[config.mk]
export PLATFORM = sky130hd
export DESIGN_NAME = sevenseg_scan_ctrl_flat
export DESIGN_NICKNAME = d
export VERILOG_FILES = /design/src/rtl/sevenseg_scan_ctrl_if.sv /design/src/rtl/sevenseg_scan_ctrl.sv /design/src/flat_wrapper.sv
export SDC_FILE = /design/constraint.sdc
export NUM_CORES = 1
export LEC_CHECK = 0
export CAP_MARGIN = 20
export CORE_ASPECT_RATIO = 0.9
export CORE_MARGIN = 5
export CORE_UTILIZATION = 50
export CTS_BUF_LIST = sky130_fd_sc_hd__clkbuf_16
export DETAILED_ROUTE_END_ITERATION = 12
export PLACE_DENSITY_LB_ADDON = 0.08
export REMOVE_ABC_BUFFERS = 1
export SYNTH_ARGS = -nofsm -noshare
export SYNTH_HDL_FRONTEND = slang
export SYNTH_SLANG_ARGS = --single-unit
[constraint.sdc]
create_clock -name clk -period 3.2 [get_ports clk]
set_clock_uncertainty 0.2 [all_clocks]
set_input_delay 0.64 -clock clk [delete_from_list [all_inputs] [get_ports clk]]
set_output_delay 0.64 -clock clk [all_outputs]
set_load 0.1 [all_outputs]
[src/rtl/sevenseg_scan_ctrl_if.sv]
// Display bundle for sevenseg_scan_ctrl: hex/dp/blank/enable towards the scanner, anode/cathode drive back.
// BRIGHTNESS_PWM_EN adds the 4-bit brightness input.
interface sevenseg_scan_ctrl_if #(
   parameter int NUM_DIGITS = 8
);
   logic                    enable;
   logic [4*NUM_DIGITS-1:0] digits;
   logic [NUM_DIGITS-1:0]   dp_mask;
   logic                    blank_lz;
`ifdef BRIGHTNESS_PWM_EN
   logic [3:0]              brightness;
`endif
   logic [NUM_DIGITS-1:0]   AN;
   logic [6:0]              SEG;
   logic                    DP;
   logic                    scan_done;

   modport master (
`ifdef BRIGHTNESS_PWM_EN
      output brightness,
`endif
      output enable, digits, dp_mask, blank_lz,
      input  AN, SEG, DP, scan_done
   );

   modport slave (
`ifdef BRIGHTNESS_PWM_EN
      input  brightness,
`endif
      input  enable, digits, dp_mask, blank_lz,
      output AN, SEG, DP, scan_done
   );
endinterface

[src/rtl/sevenseg_scan_ctrl.sv]
// Multiplexed seven-segment scanner with per-scan snapshot and leading-zero blanking; outputs registered, 1 cycle
// after idx/snapshot, no backpressure. BRIGHTNESS_PWM_EN adds PWM anode dimming from bus.brightness.
module sevenseg_scan_ctrl #(
   parameter int NUM_DIGITS  = 8,
   parameter int REFRESH_DIV = 100000
) (
   input  logic                 clk,
   input  logic                 reset,
   sevenseg_scan_ctrl_if.slave  bus
);
   localparam int PW = (REFRESH_DIV > 1) ? $clog2(REFRESH_DIV) : 1;
   localparam int IW = (NUM_DIGITS > 1) ? $clog2(NUM_DIGITS) : 1;
   localparam logic [PW-1:0] PRE_LAST = PW'(REFRESH_DIV - 1);
   localparam logic [IW-1:0] IDX_LAST = IW'(NUM_DIGITS - 1);

   logic [PW-1:0]           prescale_q, prescale_d;
   logic [IW-1:0]           idx_q, idx_d;
   logic [4*NUM_DIGITS-1:0] dig_s_q, dig_s_d;
   logic [NUM_DIGITS-1:0]   dp_s_q, dp_s_d;
   logic                    blank_s_q, blank_s_d;
   logic [NUM_DIGITS-1:0]   an_q, an_d;
   logic [6:0]              seg_q, seg_d;
   logic                    dp_q, dp_d;
   logic                    done_q, done_d;
   logic [NUM_DIGITS-1:0]   lz_blank;
   logic [3:0]              cur_dig;
   logic                    digit_wrap, scan_wrap, lit;
`ifdef BRIGHTNESS_PWM_EN
   logic [3:0]              pwm_q, pwm_d;
`endif

   function automatic logic [6:0] decode(input logic [3:0] h);
      case (h)
         4'h0: decode = 7'b1000000;
         4'h1: decode = 7'b1111001;
         4'h2: decode = 7'b0100100;
         4'h3: decode = 7'b0110000;
         4'h4: decode = 7'b0011001;
         4'h5: decode = 7'b0010010;
         4'h6: decode = 7'b0000010;
         4'h7: decode = 7'b1111000;
         4'h8: decode = 7'b0000000;
         4'h9: decode = 7'b0010000;
         4'hA: decode = 7'b0001000;
         4'hB: decode = 7'b0000011;
         4'hC: decode = 7'b1000110;
         4'hD: decode = 7'b0100001;
         4'hE: decode = 7'b0000110;
         default: decode = 7'b0001110;
      endcase
   endfunction

   assign cur_dig = dig_s_q[4*idx_q +: 4];

   // Walk down from the top digit; a digit is blanked while everything at or above it is zero.
   always_comb begin
      logic zero_run;
      zero_run = 1'b1;
      lz_blank = '0;
      for (int i = NUM_DIGITS - 1; i >= 0; i--) begin
         zero_run    = zero_run && (dig_s_q[4*i +: 4] == 4'h0);
         lz_blank[i] = blank_s_q && (i > 0) && zero_run;
      end
   end

   always_comb begin
      digit_wrap = (prescale_q == PRE_LAST);
      scan_wrap  = digit_wrap && (idx_q == IDX_LAST);
      prescale_d = digit_wrap ? '0 : prescale_q + 1'b1;
      idx_d      = idx_q;
      if (digit_wrap) begin
         idx_d = (idx_q == IDX_LAST) ? '0 : idx_q + 1'b1;
      end

      dig_s_d   = dig_s_q;
      dp_s_d    = dp_s_q;
      blank_s_d = blank_s_q;
      if (scan_wrap) begin
         dig_s_d   = bus.digits;
         dp_s_d    = bus.dp_mask;
         blank_s_d = bus.blank_lz;
      end
      done_d = scan_wrap;

`ifdef BRIGHTNESS_PWM_EN
      pwm_d = pwm_q + 4'd1;
      lit   = bus.enable && ((pwm_q < bus.brightness) || (bus.brightness == 4'hF));
`else
      lit   = bus.enable;
`endif
      an_d = '1;
      if (lit) begin
         an_d[idx_q] = 1'b0;
      end
      seg_d = lz_blank[idx_q] ? 7'h7F : decode(cur_dig);
      dp_d  = ~dp_s_q[idx_q];
   end

   always_ff @(posedge clk) begin
      if (reset) begin
         prescale_q <= '0;
         idx_q      <= '0;
         dig_s_q    <= '0;
         dp_s_q     <= '0;
         blank_s_q  <= 1'b0;
         an_q       <= '1;
         seg_q      <= 7'h7F;
         dp_q       <= 1'b1;
         done_q     <= 1'b0;
`ifdef BRIGHTNESS_PWM_EN
         pwm_q      <= 4'd0;
`endif
      end else begin
         prescale_q <= prescale_d;
         idx_q      <= idx_d;
         dig_s_q    <= dig_s_d;
         dp_s_q     <= dp_s_d;
         blank_s_q  <= blank_s_d;
         an_q       <= an_d;
         seg_q      <= seg_d;
         dp_q       <= dp_d;
         done_q     <= done_d;
`ifdef BRIGHTNESS_PWM_EN
         pwm_q      <= pwm_d;
`endif
      end
   end

   assign bus.AN        = an_q;
   assign bus.SEG       = seg_q;
   assign bus.DP        = dp_q;
   assign bus.scan_done = done_q;
endmodule

[src/flat_wrapper.sv]
// flat-port wrapper written by rule: the top's interface ports become plain ports
module sevenseg_scan_ctrl_flat 
#(
   parameter int NUM_DIGITS  = 8,
   parameter int REFRESH_DIV = 100000
)
  (clk, reset, bus_enable, bus_digits, bus_dp_mask, bus_blank_lz, bus_AN, bus_SEG, bus_DP, bus_scan_done);
  sevenseg_scan_ctrl_if #(.NUM_DIGITS(NUM_DIGITS)) bus_i ();
  input  logic clk;
  input  logic reset;
  input wire logic [$bits(bus_i.enable)-1:0] bus_enable;
  input wire logic [$bits(bus_i.digits)-1:0] bus_digits;
  input wire logic [$bits(bus_i.dp_mask)-1:0] bus_dp_mask;
  input wire logic [$bits(bus_i.blank_lz)-1:0] bus_blank_lz;
  output wire logic [$bits(bus_i.AN)-1:0] bus_AN;
  output wire logic [$bits(bus_i.SEG)-1:0] bus_SEG;
  output wire logic [$bits(bus_i.DP)-1:0] bus_DP;
  output wire logic [$bits(bus_i.scan_done)-1:0] bus_scan_done;
  assign bus_i.enable = bus_enable;
  assign bus_i.digits = bus_digits;
  assign bus_i.dp_mask = bus_dp_mask;
  assign bus_i.blank_lz = bus_blank_lz;
  assign bus_AN = bus_i.AN;
  assign bus_SEG = bus_i.SEG;
  assign bus_DP = bus_i.DP;
  assign bus_scan_done = bus_i.scan_done;
  sevenseg_scan_ctrl #(.NUM_DIGITS(NUM_DIGITS), .REFRESH_DIV(REFRESH_DIV)) u_core (.clk(clk), .reset(reset), .bus(bus_i));
endmodule
# Word-level counts from Yosys, hierarchy flattened
# Memory sizes are Yosys's and may differ from the RTL's. A register that Yosys moved wholly into a read port is not among the register bits.
# Index checks and enable logic that the tools add are counted.
op_classes:
  n_addsub: 2
  multipliers: 0
  div_mod_pow: 0
  n_lt_le_gt_ge: 2
  eq_ne: 2
  shifts: 1
  n_mux: 7
  n_bitwise: 3
  n_reduce_logical: 25
ops:
  columns: ["operator", "n"]
  rows:
  - ["$shiftx A32 B6 Y4", 1]
  - ["$logic_not A4 Y1", 7]
  - ["$add A17 B1 Y17 const B", 1]
  - ["$eq A17 B17 Y1 const B", 1]
  - ["$logic_and A1 B1 Y1", 15]
  - ["$not A8 Y8", 1]
  - ["$bmux W1 S3", 2]
  - ["$reduce_or A2 Y1", 3]
  - ["$lt A3 B4 Y1 const B", 1]
  - ["$add A3 B1 Y3 const B", 1]
  - ["$demux W1 S3", 1]
  - ["$eq A3 B3 Y1 const B", 1]
  - ["$ge A3 B1 Y1 const B", 1]
  - ["$mux W1", 3]
  - ["$mux W3", 1]
  - ["$not A1 Y1", 2]
word_totals:
  reg_bits: 71
  latch_bits: 0
  mem_bits_rw: 0
  mem_bits_ro: 112
  input_bits: 44
  out_inout_bits: 17
  elab_cells: 51
  mem_count: 1
memory_table:
  columns: ["memory", "words", "word_bits", "rd", "rd_ports_with_merged_regs", "wr", "line", "source"]
  rows:
  - ["(no name shown)", 16, 7, 1, 1, 0, "sevenseg_scan_ctrl.sv:33", "case (h)"]

# Depth between registers and ports, before layout
# Gate-level depths: netlist of run 1.
depth:
  depth_word: 11
  depth_mapped: 9
  depth_no_buf: 8

# Worst setup path after synthesis of run 1
# No wires, ideal clock.
synth_path:
  kind: "register to register"
  start: "register u_core.idx_q[1]"
  end: "register u_core.seg_q[3] (netlist: u_core.bus.SEG[3])"
  setup_ps: 137
  arrival_time_ps: 2147
  required_time_ps: 2863
  slack_ps: 716
  stages_incl_launch_ff: 9
  path_buffers: 1
  synth_period_minus_slack_ps: 2484
  path_cell_list: "dfxtp_1 -> buf_2 -> mux4_2 -> nor2_1 -> a221oi_2 -> ha_1 -> and2_1 -> a2111oi_2 -> o21ai_1"
synth_between:
  elab_chain_len: 3
  word_cells_on_any_way: 4
  cone_classes: "1 x shift; 2 x mux; 1 x reduce/logical"
synth_lines:
  columns: ["element", "line", "source"]
  rows:
  - ["from (decl)", "sevenseg_scan_ctrl.sv:17", "logic [IW-1:0] idx_q, idx_d;"]
  - ["from (signal assigned)", "sevenseg_scan_ctrl.sv:115", "idx_q <= idx_d;"]
  - ["branches (longest 3 deep; another with $shiftx A32 B6 Y4)", null, null]
  - ["to (decl)", "sevenseg_scan_ctrl.sv:22", "logic [6:0] seg_q, seg_d;"]
# Several ways; the timed one is not identified. The select of a mux whose other input is x is not followed.
# A chain may end at the register's enable or synchronous reset.

# Worst setup path after layout of run 1
layout_path:
  start: "register u_core.idx_q[2]"
  end: "register u_core.seg_q[3] (netlist: u_core.bus.SEG[3])"
# Same word-level chain as after synthesis.

==> results of run 1 <==
## critical path, cell delays in order, from the launching register on
cell,delay [ns]
sky130_fd_sc_hd__dfxtp_1,0.70
sky130_fd_sc_hd__mux4_2,0.32
sky130_fd_sc_hd__nor2_1,0.05
sky130_fd_sc_hd__a221oi_2,0.43
sky130_fd_sc_hd__inv_1,0.19
sky130_fd_sc_hd__ha_1,0.38
sky130_fd_sc_hd__nor2_1,0.07
sky130_fd_sc_hd__a211oi_1,0.23
sky130_fd_sc_hd__o21ai_1,0.07
## state kept, by name, summed over array words and instances, names as in the netlist
signal,cells
u_core.dig_s_q,32
u_core.prescale_q,17
u_core.bus.AN,8
u_core.dp_s_q,8
u_core.bus.SEG,7
u_core.idx_q,3
u_core.blank_s_q,1
u_core.bus.DP,1
u_core.bus.scan_done,1
## layout make-up
cell class | count | area, um^2 | share of cell area [%]
clock buffer | 9 | 225 | 5.19
clock inverter | 7 | 83.8 | 1.93
inverter | 8 | 30.0 | 0.692
multi-input combinational | 286 | 1710 | 39.4
sequential | 78 | 1560 | 36.0
tap | 90 | 113 | 2.59
timing repair buffer | 68 | 618 | 14.2
## per-layer routing
| layer | routed length [um] | up-vias | GRT usage [%] |
|---|---|---|---|
| met5 | 0 | - | 0 |
| met4 | 89 | 0 | 7.40 |
| met3 | 360 | 10 | 6.23 |
| met2 | 3600 | 77 | 30.6 |
| met1 | 3890 | 1315 | 25.3 |
| li1 | - | 1460 | - |
## cells by family after synthesis
kind of cell / after synthesis / synth area share, %
XOR/XNOR: 14 / 3.60
flip-flops: 78 / 45.8
adder cells (fa/ha/maj): 9 / 3.31
AO/OA/AOI/OAI: 65 / 11.2
multiplexers: 22 / 9.18
AND/OR/NAND/NOR: 176 / 22.9
buffers and inverters: 29 / 3.93
## cell usage after synthesis (2+ instances only)
library cell	instances	area share (%)
sky130_fd_sc_hd__clkbuf_1	11	1.2
sky130_fd_sc_hd__a22oi_1	2	0.44
sky130_fd_sc_hd__buf_4	5	1.1
sky130_fd_sc_hd__nand4_1	2	0.37
sky130_fd_sc_hd__a211oi_1	2	0.44
sky130_fd_sc_hd__ha_1	9	3.3
sky130_fd_sc_hd__o21ai_1	2	0.29
sky130_fd_sc_hd__and2_1	7	1.3
sky130_fd_sc_hd__nor2_1	30	3.3
sky130_fd_sc_hd__or4_1	3	0.66
sky130_fd_sc_hd__and3_1	3	0.55
sky130_fd_sc_hd__xnor2_1	9	2.3
sky130_fd_sc_hd__nor3_1	6	0.88
sky130_fd_sc_hd__inv_1	8	0.88
sky130_fd_sc_hd__nor2b_1	2	0.37
sky130_fd_sc_hd__nor4_1	7	1.3
sky130_fd_sc_hd__a21oi_1	45	6.6
sky130_fd_sc_hd__mux2i_1	13	3.8
sky130_fd_sc_hd__nand3_1	10	1.5
sky130_fd_sc_hd__o21ai_0	4	0.59
sky130_fd_sc_hd__xor2_1	5	1.3
sky130_fd_sc_hd__nand2_1	96	11
sky130_fd_sc_hd__dfxtp_1	78	46
sky130_fd_sc_hd__o221ai_1	4	1.0
sky130_fd_sc_hd__mux4_2	7	4.6
sky130_fd_sc_hd__buf_2	5	0.73
sky130_fd_sc_hd__nor2_2	2	0.37
## per-stage QoR
stage | util [%] | cells | total power [mW] | worst slack, ns
5_1_grt | 65.9 | 546 | 2.23 | 0.149
3_5_place_dp | 61.2 | 530 | 1.13 | 0.521
3_3_place_gp | 61.2 | 530 | 1.13 | 0.604
6_report | 65.9 | 546 | 2.16 | 0.410
2_1_floorplan | - | 372 | 1.05 | 0.687
4_1_cts | 65.9 | 546 | 2.17 | 0.409
## worst paths after layout
check / to / from / depth (start not counted)
worst min-delay path: u_core.prescale_q[0] / u_core.prescale_q[0] / 1
worst min register to register: u_core.prescale_q[0] / u_core.prescale_q[0] / 1
worst max register to register: u_core.bus.SEG[3] / u_core.idx_q[2] / 8
worst max-delay path: u_core.bus.SEG[3] / u_core.idx_q[2] / 8
## power groups by stage
| stage | Combinational (mW) | Clock, mW | Sequential (mW) |
|---|---|---|---|
| 6_report | 0.122 | 1.05 | 0.983 |
| 5_1_grt | 0.129 | 1.12 | 0.983 |
| 4_1_cts | 0.122 | 1.07 | 0.983 |
| 3_5_place_dp | 0.122 | 0 | 1.00 |
| 3_3_place_gp | 0.121 | 0 | 1.00 |
| 2_1_floorplan | 0.0124 | 0 | 1.04 |
==> Implementation_results.wiki, run 1 <==
{| class="wikitable"
! Metric !! Value
|-
| Power Dens Cells || 497 nW/um^2
|-
| Detailed Place HPWL || 5610 um
|-
| Final Max Tran Viols || 0
|-
| Distinct cell type count of the synthesized netlist || 43
|-
| Maximum ir drop on the vdd rail || 293 uV
|-
| Post-layout min period || 2.79 ns
|-
| CTS sink cnt || 78
|-
| Most common cell after layout, fill and taps aside || sky130_fd_sc_hd__nand2_1
|-
| Area growth from synthesis to layout || 27.5%
|-
| Register bit total from synthesis || 78
|-
| Count of maximum capacitance violations || 0
|-
| Maximum number of pins on one net before global-route repair || 38
|-
| Top-level port count || 61
|-
| DRC violations left || 0
|-
| Die extent in y || 88.3 um
|-
| Slew at the pin closest to its max-slew limit || 0.598 ns
|-
| Number of cells produced by synthesis || 393
|-
| Comb pwr share || 5.6%
|-
| Crit. End Element || flip-flop
|-
| Class of the most critical hold timing path || flip-flop to flip-flop
|-
| GP Congestion || 0.905
|-
| Post-route design area || 4340 um^2
|-
| Clock edge transition at the registers on the reported setup and hold paths || 0.06 ns
|-
| Number of nets in the final layout || 504
|-
| Filler cell count || 590
|-
| Clock Root Buffer || sky130_fd_sc_hd__clkbuf_16
|-
| Count of flip-flops with a built-in enable after synthesis || 0
|-
| Starting DRT DRC Count || 82
|-
| Width of the die || 97.0 um
|-
| Clock H-tree levels || 3
|-
| Via count of the first global-routing pass || 2868
|-
| Status || finished clean
|-
| Final-report hold violation count || 0
|-
| Setup Buffers After CTS || 0
|-
| Final worst-path cycle share || 87.2%
|-
| Initial standard-cell utilization of the core || 51.7%
|-
| Internal power || 1.71 mW
|-
| Relative slew margins || 60.0%
|-
| Sequential area share after synthesis || 45.8%
|-
| Synthesized area per cell || 8.67 um^2
|-
| Final setup violating endpoints || 0
|-
| Most frequent cells in the layout || sky130_fd_sc_hd__nand2_1, sky130_fd_sc_hd__dfxtp_1, sky130_fd_sc_hd__a21oi_1
|-
| Switching power total || 0.445 mW
|-
| Detailed Routing Iterations Pass 1 || 4
|-
| Number of buffers inserted for hold repair after clock tree synthesis || 0
|-
| Switch share || 20.6%
|-
| Largest fanout on the critical path || 15
|-
| Placed inst area || 4030 um^2
|-
| Critical Path Start Type || flip-flop
|-
| Ys flop type || sky130_fd_sc_hd__dfxtp_1
|-
| Required time of the worst setup path || 3.19 ns
|-
| Combined global-route utilization of all metal layers || 19.4%
|-
| Fraction of final layout cells sized beyond drive strength 1 || 11.2%
|-
| Leak || 1.51 nW
|-
| Detailed-route via count || 2862
|-
| Minimum setup slack among reg-to-reg paths || 0.41 ns
|-
| Initial antenna violation count || 0
|-
| Async S/R FF share, synth || 0%
|-
| Die Footprint || 8560 um^2
|-
| Global-route wire length before repair || 13300 um
|-
| Sequential share of power || 45.6%
|-
| Remaining number of nets flagged by the antenna check after routing || 0
|-
| Cell Area, Synth || 3410 um^2
|-
| CORE AREA || 6590 um^2
|-
| Number of buffers created by CTS || 9
|-
| Clock network power share || 48.7%
|-
| Critical path type || flip-flop to flip-flop
|-
| Average vias per placed instance || 5.24
|-
| Final hold slack || 0.250 ns
|-
| CTS tree || built
|-
| Global route overflow || 0
|-
| Total of warnings raised by yosys || 0
|-
| Number of inserted diodes || 0
|-
| Latest clock arrival within the worst-skew pair || 0.33 ns
|-
| Endpoint arrival time on the critical path || 2.78 ns
|-
| Number of buffers between clock root and the deepest sink || 2
|-
| Number of rows in the core area || 28
|-
| Number of input and output port buffers inserted || 60
|-
| Aggregate routed wire length || 7940 um
|-
| Setup repair after global routing missed its margin || no
|-
| Peak Freq || 358 MHz
|-
| Routed wire per std cell || 14.5 um
|-
| Sum of negative setup slack || 0 ns
|-
| Quantity of gates resized following cts || 0
|}
(Power assumes the default switching activity.)
==> inputs of run 2 (changes only) <==
--- a/config.mk
+++ b/config.mk
@@ -9,7 +9,7 @@
 export CORE_ASPECT_RATIO = 0.9
 export CORE_MARGIN = 5
 export CORE_UTILIZATION = 50
-export CTS_BUF_LIST = sky130_fd_sc_hd__clkbuf_16
+export CTS_BUF_LIST = sky130_fd_sc_hd__clkbuf_8
 export DETAILED_ROUTE_END_ITERATION = 12
 export PLACE_DENSITY_LB_ADDON = 0.08
 export REMOVE_ABC_BUFFERS = 1
==> run 2 against run 1 <==
Worst setup slack got worse by 0.019 ns; flip-flop and latch count did not move; die area unchanged; final cell count unchanged; total power shrank 13%; critical path type unchanged; hold slack gained 0.0023 ns; global-route usage decreased by 0.84 points; via count shrank 0.91%; first-iteration DRC count up 73%; largest power group is now sequential cells; highest routed layer unchanged; wire length is 2.9% lower; critical endpoint unchanged; clock power down 27%.
==> Implementation_results.wiki, run 2 (synthesis gave the netlist of run 1 again) <==
{| class="wikitable"
! Metric !! Value
|-
| Status || finished clean
|-
| Die Footprint || 8560 um^2 (unchanged)
|-
| Clock edge transition at the registers on the reported setup and hold paths || 0.08 ns (+0.02 ns)
|-
| Quantity of gates resized following cts || 0 (unchanged)
|-
| Final-report hold violation count || 0 (unchanged)
|-
| Initial antenna violation count || 0 (unchanged)
|-
| Comb pwr share || 6.5% (+0.9 points)
|-
| Number of buffers created by CTS || 9 (unchanged)
|-
| Slew at the pin closest to its max-slew limit || 0.586 ns (-0.0123 ns)
|-
| Most Frequent Cell on Critical Path || sky130_fd_sc_hd__nor2_1
|-
| Largest register FFs || 32 (unchanged)
|-
| Sequential share of power || 52.5% (+6.9 points)
|-
| Leak || 1.47 nW (-3.1%)
|-
| Initial standard-cell utilization of the core || 51.7% (unchanged)
|-
| Count of maximum capacitance violations || 0 (unchanged)
|-
| Starting DRT DRC Count || 142 (+73%)
|-
| Number of buffers between clock root and the deepest sink || 2 (unchanged)
|-
| Endpoint arrival time on the critical path || 2.81 ns (+0.03 ns)
|-
| CTS tree || built
|-
| Final Max Tran Viols || 0 (unchanged)
|-
| Filler cell count || 589 (-0.17%)
|-
| Critical path type || flip-flop to flip-flop
|-
| Top Usage Layer GRT || met2
|-
| Number of nets in the final layout || 504 (unchanged)
|-
| Aggregate routed wire length || 7720 um (-2.9%)
|-
| Worst Path Buf+Inv || 1 (unchanged)
|-
| Register with the most flip-flops || u_core.dig_s_q
|-
| Number of inserted diodes || 0 (unchanged)
|-
| Switch share || 21.5% (+0.85 points)
|-
| Latest clock arrival within the worst-skew pair || 0.33 ns (about the same)
|-
| Most common cell after layout, fill and taps aside || sky130_fd_sc_hd__nand2_1
|-
| Top-level port count || 61 (unchanged)
|-
| Family with the most delay on the worst path || compound AO/OA/AOI/OAI gates
|-
| Clock Root Buffer || sky130_fd_sc_hd__clkbuf_8
|-
| Sum of negative setup slack || 0 ns (unchanged)
|-
| Global-route wire length before repair || 12900 um (-2.5%)
|-
| Internal power || 1.47 mW (-14%)
|-
| Combined global-route utilization of all metal layers || 18.6% (-0.84 points)
|-
| Relative slew margins || 60.4% (+0.33 points)
|-
| Post-layout min period || 2.81 ns (+0.0192 ns)
|-
| Width of the die || 97.0 um (unchanged)
|-
| Crit path max-delay cell type || sky130_fd_sc_hd__dfxtp_1
|-
| Final worst-path cycle share || 87.8% (+0.60 points)
|-
| Critical Path Start Type || flip-flop
|-
| Setup repair after global routing missed its margin || no
|-
| Number of buffers inserted for hold repair after clock tree synthesis || 0 (unchanged)
|-
| Overall power || 1.87 mW (-13%)
|-
| Worst path cell trace || mux4_2 > nor2_1 > a221oi_2 > inv_1 > ha_1 > nor2_1 > a211oi_1 > o21ai_1
|-
| Routing usage on met2 || 29.3% (-1.4 points)
|-
| Clock network power share || 41.0% (-7.7 points)
|-
| Power Dens Cells || 441 nW/um^2 (-11%)
|-
| Via count of the first global-routing pass || 2802 (-2.3%)
|-
| Routed wire per std cell || 14.1 um (-2.9%)
|-
| DRC violations left || 0 (unchanged)
|-
| Largest fanout on the critical path || 15 (unchanged)
|-
| Delay contributed by the slowest stage of the critical path || 0.71 ns (about the same)
|-
| Most frequent cells in the layout || sky130_fd_sc_hd__nand2_1, sky130_fd_sc_hd__dfxtp_1, sky130_fd_sc_hd__a21oi_1
|-
| Maximum number of pins on one net before global-route repair || 38 (unchanged)
|-
| Number of rows in the core area || 28 (unchanged)
|-
| Class of the most critical hold timing path || flip-flop to flip-flop
|-
| Average vias per placed instance || 5.19 (-0.91%)
|-
| Area growth from synthesis to layout || 24.5%
|-
| Peak Freq || 356 MHz (-0.68%)
|-
| Detailed Routing Iterations Pass 1 || 4 (unchanged)
|-
| Global route overflow || 0 (unchanged)
|-
| Detailed Place HPWL || 5610 um (unchanged)
|-
| CORE AREA || 6590 um^2 (unchanged)
|-
| Detailed-route via count || 2836 (-0.91%)
|-
| Global routing met1 resource utilization || 25.1% (-0.22 points)
|-
| GP Congestion || 0.905 (unchanged)
|-
| Crit. End Element || flip-flop
|-
| Global routing usage on met3 || 5.52% (-0.71 points)
|-
| Die extent in y || 88.3 um (unchanged)
|-
| Final setup violating endpoints || 0 (unchanged)
|-
| Required time of the worst setup path || 3.20 ns (about the same)
|-
| Biggest regs || u_core.dig_s_q x32, u_core.prescale_q x17
|-
| Utilization of the core after routing || 64.4% (-1.5 points)
|-
| Switching power total || 0.401 mW (-9.8%)
|-
| Fraction of final layout cells sized beyond drive strength 1 || 11.2% (unchanged)
|-
| Remaining number of nets flagged by the antenna check after routing || 0 (unchanged)
|-
| Number of input and output port buffers inserted || 60 (unchanged)
|-
| Clock H-tree levels || 3 (unchanged)
|-
| CTS sink cnt || 78 (unchanged)
|-
| Setup Buffers After CTS || 0 (unchanged)
|-
| Maximum ir drop on the vdd rail || 353 uV (+20%)
|}
==> run 2: worst register-to-register path, delay by kind of cell, from the launching register on <==
family	cells	cell delay [ns]
AOI/OAI and AO/OA	3	0.75
adders and majority gates	1	0.37
buffers and inverters	1	0.21
DFF	1	0.71
muxes	1	0.32
and+or+nand+nor	2	0.11
==> run 2: through the flow <==
stage / setup WS [ns] / hold slack (ns) / std cells / cell area (um^2)
final: 0.391 / 0.252 / 546 / 4240
after global placement: 0.604 / 0.229 / 530 / 4030
after detailed placement: 0.521 / 0.242 / 530 / 4030
after global routing: 0.165 / 0.268 / 546 / 4240
after CTS: 0.446 / 0.253 / 546 / 4240
after floorplan: 0.687 / 0.218 / 372 / 3300
==> run 2: final timing paths <==
check	slack (ns)	cells after the start	start	endpoint
setup / recovery	0.39	8	u_core.idx_q[2]	u_core.bus.SEG[3]
hold / removal	0.25	1	u_core.prescale_q[0]	u_core.prescale_q[0]
setup reg to reg	0.39	8	u_core.idx_q[2]	u_core.bus.SEG[3]
hold reg to reg	0.25	1	u_core.prescale_q[0]	u_core.prescale_q[0]
==> run 2: power groups by stage <==
stage          Clock, mW  Combinational (mW)  Sequential [mW]
3_3_place_gp           0               0.121             1.00
4_1_cts            0.780               0.122            0.981
3_5_place_dp           0               0.122             1.00
6_report           0.765               0.121            0.982
2_1_floorplan          0              0.0124             1.04
5_1_grt            0.827               0.129            0.983
==> run 2: area by class of cell <==
cell class                      instances  area (um^2)  area share [%]
Clock inverter                          7         83.8            1.98
Multi-Input combinational cell        286         1710            40.3
Clock buffer                            9          124            2.92
Tap cell                               90          113            2.66
Timing Repair Buffer                   68          618            14.6
Sequential cell                        78         1560            36.8
Inverter                                8         30.0           0.708
==> run 2: metal layers <==
metal	share of wire (%)	up-vias
li1	-	1459
met1	49	1293
met2	45	72
met3	4.4	12
met4	1.3	0
met5	0	-
==> inputs of run 3 (changes only) <==
--- a/config.mk
+++ b/config.mk
@@ -6,7 +6,6 @@
 export NUM_CORES = 1
 export LEC_CHECK = 0
 export CAP_MARGIN = 20
-export CORE_ASPECT_RATIO = 0.9
 export CORE_MARGIN = 5
 export CORE_UTILIZATION = 50
 export CTS_BUF_LIST = sky130_fd_sc_hd__clkbuf_8
==> run 3 against run 2 <==
Sequential power about the same; total power rose by 2.5%; core utilization decreased by 1.2 points; critical path type unchanged.
==> Implementation_results.wiki, run 3 (synthesis gave the netlist of run 1 again) <==
{| class="wikitable"
! Metric !! Value
|-
| Clock Root Buffer || sky130_fd_sc_hd__clkbuf_8
|-
| Endpoint arrival time on the critical path || 2.76 ns (-0.05 ns)
|-
| Critical path type || flip-flop to flip-flop
|-
| Count of maximum capacitance violations || 0 (unchanged)
|-
| Class of the most critical hold timing path || flip-flop to flip-flop
|-
| Worst path cell trace || mux4_2 > nor2_1 > a221oi_2 > inv_1 > ha_1 > nor2_1 > a211oi_1 > o21ai_1
|-
| Initial antenna violation count || 0 (unchanged)
|-
| Initial standard-cell utilization of the core || 50.7% (-1.0 points)
|-
| Peak Freq || 363 MHz (+2.0%)
|-
| Worst Path Buf+Inv || 1 (unchanged)
|-
| Remaining number of nets flagged by the antenna check after routing || 0 (unchanged)
|-
| Minimum setup slack among reg-to-reg paths || 0.45 ns (+0.06 ns)
|-
| Slew at the pin closest to its max-slew limit || 0.634 ns (+0.0482 ns)
|-
| DRC violations left || 0 (unchanged)
|-
| Biggest regs || u_core.dig_s_q x32, u_core.prescale_q x17
|-
| Global-route wire length before repair || 12500 um (-3.2%)
|-
| Placed inst area || 4030 um^2 (-0.19%)
|-
| Placed cell count || 519 (-2.1%)
|-
| Family with the most delay on the worst path || compound AO/OA/AOI/OAI gates
|-
| Delay contributed by the slowest stage of the critical path || 0.73 ns (+0.02 ns)
|-
| Crit path max-delay cell type || sky130_fd_sc_hd__dfxtp_1
|-
| Number of buffers inserted for hold repair after clock tree synthesis || 0 (unchanged)
|-
| Combined global-route utilization of all metal layers || 18.4% (-0.21 points)
|-
| Number of rows in the core area || 30 (+7.1%)
|-
| Setup Buffers After CTS || 0 (unchanged)
|-
| Quantity of gates resized following cts || 0 (unchanged)
|-
| Largest fanout on the critical path || 14 (-1)
|-
| Top-level port count || 61 (unchanged)
|-
| Aggregate routed wire length || 7530 um (-2.5%)
|-
| Crit. End Element || flip-flop
|-
| CTS sink cnt || 78 (unchanged)
|-
| Clock H-tree levels || 3 (unchanged)
|-
| Relative slew margins || 57.7% (-2.7 points)
|-
| Starting DRT DRC Count || 148 (+4.2%)
|-
| Via count of the first global-routing pass || 2667 (-4.8%)
|-
| Final worst-path cycle share || 86.0% (-1.7 points)
|-
| Routed wire per std cell || 14.1 um (-0.47%)
|-
| Detailed Routing Iterations Pass 1 || 4 (unchanged)
|-
| Sum of negative setup slack || 0 ns (unchanged)
|-
| Die Footprint || 8560 um^2 (about the same)
|-
| Most frequent cells in the layout || sky130_fd_sc_hd__nand2_1, sky130_fd_sc_hd__dfxtp_1, sky130_fd_sc_hd__a21oi_1
|-
| Power Dens Cells || 451 nW/um^2 (+2.3%)
|-
| Critical Path Start Type || flip-flop
|-
| Number of inserted diodes || 0 (unchanged)
|-
| Post-layout min period || 2.75 ns (-0.0560 ns)
|-
| Number of input and output port buffers inserted || 60 (unchanged)
|-
| Largest register FFs || 32 (unchanged)
|-
| Final-report hold violation count || 0 (unchanged)
|-
| Global route overflow || 0 (unchanged)
|-
| Most common cell after layout, fill and taps aside || sky130_fd_sc_hd__nand2_1
|-
| Leak || 1.46 nW (-0.62%)
|-
| Number of buffers between clock root and the deepest sink || 2 (unchanged)
|-
| Latest clock arrival within the worst-skew pair || 0.35 ns (+0.02 ns)
|-
| Most Frequent Cell on Critical Path || sky130_fd_sc_hd__nor2_1
|-
| Fraction of final layout cells sized beyond drive strength 1 || 11.9% (+0.68 points)
|-
| Clock edge transition at the registers on the reported setup and hold paths || 0.08 ns (about the same)
|-
| Final setup violating endpoints || 0 (unchanged)
|-
| Detailed Place HPWL || 5470 um (-2.5%)
|-
| Final Max Tran Viols || 0 (unchanged)
|-
| Width of the die || 92.5 um (-4.6%)
|-
| CTS tree || built
|-
| Post-route design area || 4250 um^2 (+0.18%)
|-
| Maximum number of pins on one net before global-route repair || 31 (-18%)
|-
| Setup repair after global routing missed its margin || no
|-
| Required time of the worst setup path || 3.20 ns (about the same)
|-
| GP Congestion || 0.887 (-2.0%)
|-
| Detailed-route via count || 2813 (-0.81%)
|-
| Area growth from synthesis to layout || 24.7%
|-
| Non-filler cells in the finished layout || 535 (-2.0%)
|-
| Average vias per placed instance || 5.26 (+1.2%)
|-
| Register with the most flip-flops || u_core.dig_s_q
|-
| Filler cell count || 606 (+2.9%)
|-
| Die extent in y || 92.5 um (+4.8%)
|-
| Number of nets in the final layout || 503 (-0.20%)
|-
| Number of buffers created by CTS || 9 (unchanged)
|-
| Status || finished clean
|-
| Maximum ir drop on the vdd rail || 236 uV (-33%)
|-
| CORE AREA || 6720 um^2 (+2.0%)
|}
run 3: worst paths after layout:
kind                              from              endpoint  cells past startpoint
setup / recovery       u_core.idx_q[2]     u_core.bus.SEG[3]                      8
hold / removal    u_core.prescale_q[0]  u_core.prescale_q[0]                      1
setup reg to reg       u_core.idx_q[2]     u_core.bus.SEG[3]                      8
hold reg to reg   u_core.prescale_q[0]  u_core.prescale_q[0]                      1
run 3: layout make-up:
type | count | area (um^2) | area share (%)
Clock inverter | 6 | 85.1 | 2.00
Multi-Input combinational cell | 286 | 1710 | 40.3
Inverter | 8 | 30.0 | 0.707
Clock buffer | 10 | 138 | 3.24
Sequential cell | 78 | 1560 | 36.8
Timing Repair Buffer | 67 | 623 | 14.7
Tap cell | 80 | 100 | 2.36
run 3: layer usage:
| metal | vias up | track usage (%) | part of all wire [%] |
|---|---|---|---|
| li1 | 1456 | - | - |
| met5 | - | 0 | 0 |
| met4 | 0 | 8.66 | 1.0 |
| met3 | 7 | 3.90 | 5.8 |
| met2 | 76 | 28.2 | 45 |
| met1 | 1274 | 24.7 | 48 |
run 3: where the power goes:
group	total (mW)	switching [mW]	internal [mW]	leakage, nW
registers	0.981	0.00380	0.978	0.632
clock network	0.811	0.353	0.457	0.108
logic	0.122	0.0632	0.0590	0.717
run 3: per-stage QoR:
| step | total power [mW] | worst slack, ns | utilization, % | hold slack [ns] |
|---|---|---|---|---|
| floorplan | 1.05 | 0.687 | - | 0.218 |
| finish | 1.91 | 0.447 | 63.2 | 0.249 |
| detailed placement | 1.13 | 0.507 | 59.9 | 0.243 |
| CTS | 1.93 | 0.488 | 63.2 | 0.254 |
| global route | 1.98 | 0.172 | 63.2 | 0.281 |
| global placement | 1.13 | 0.551 | 59.9 | 0.236 |
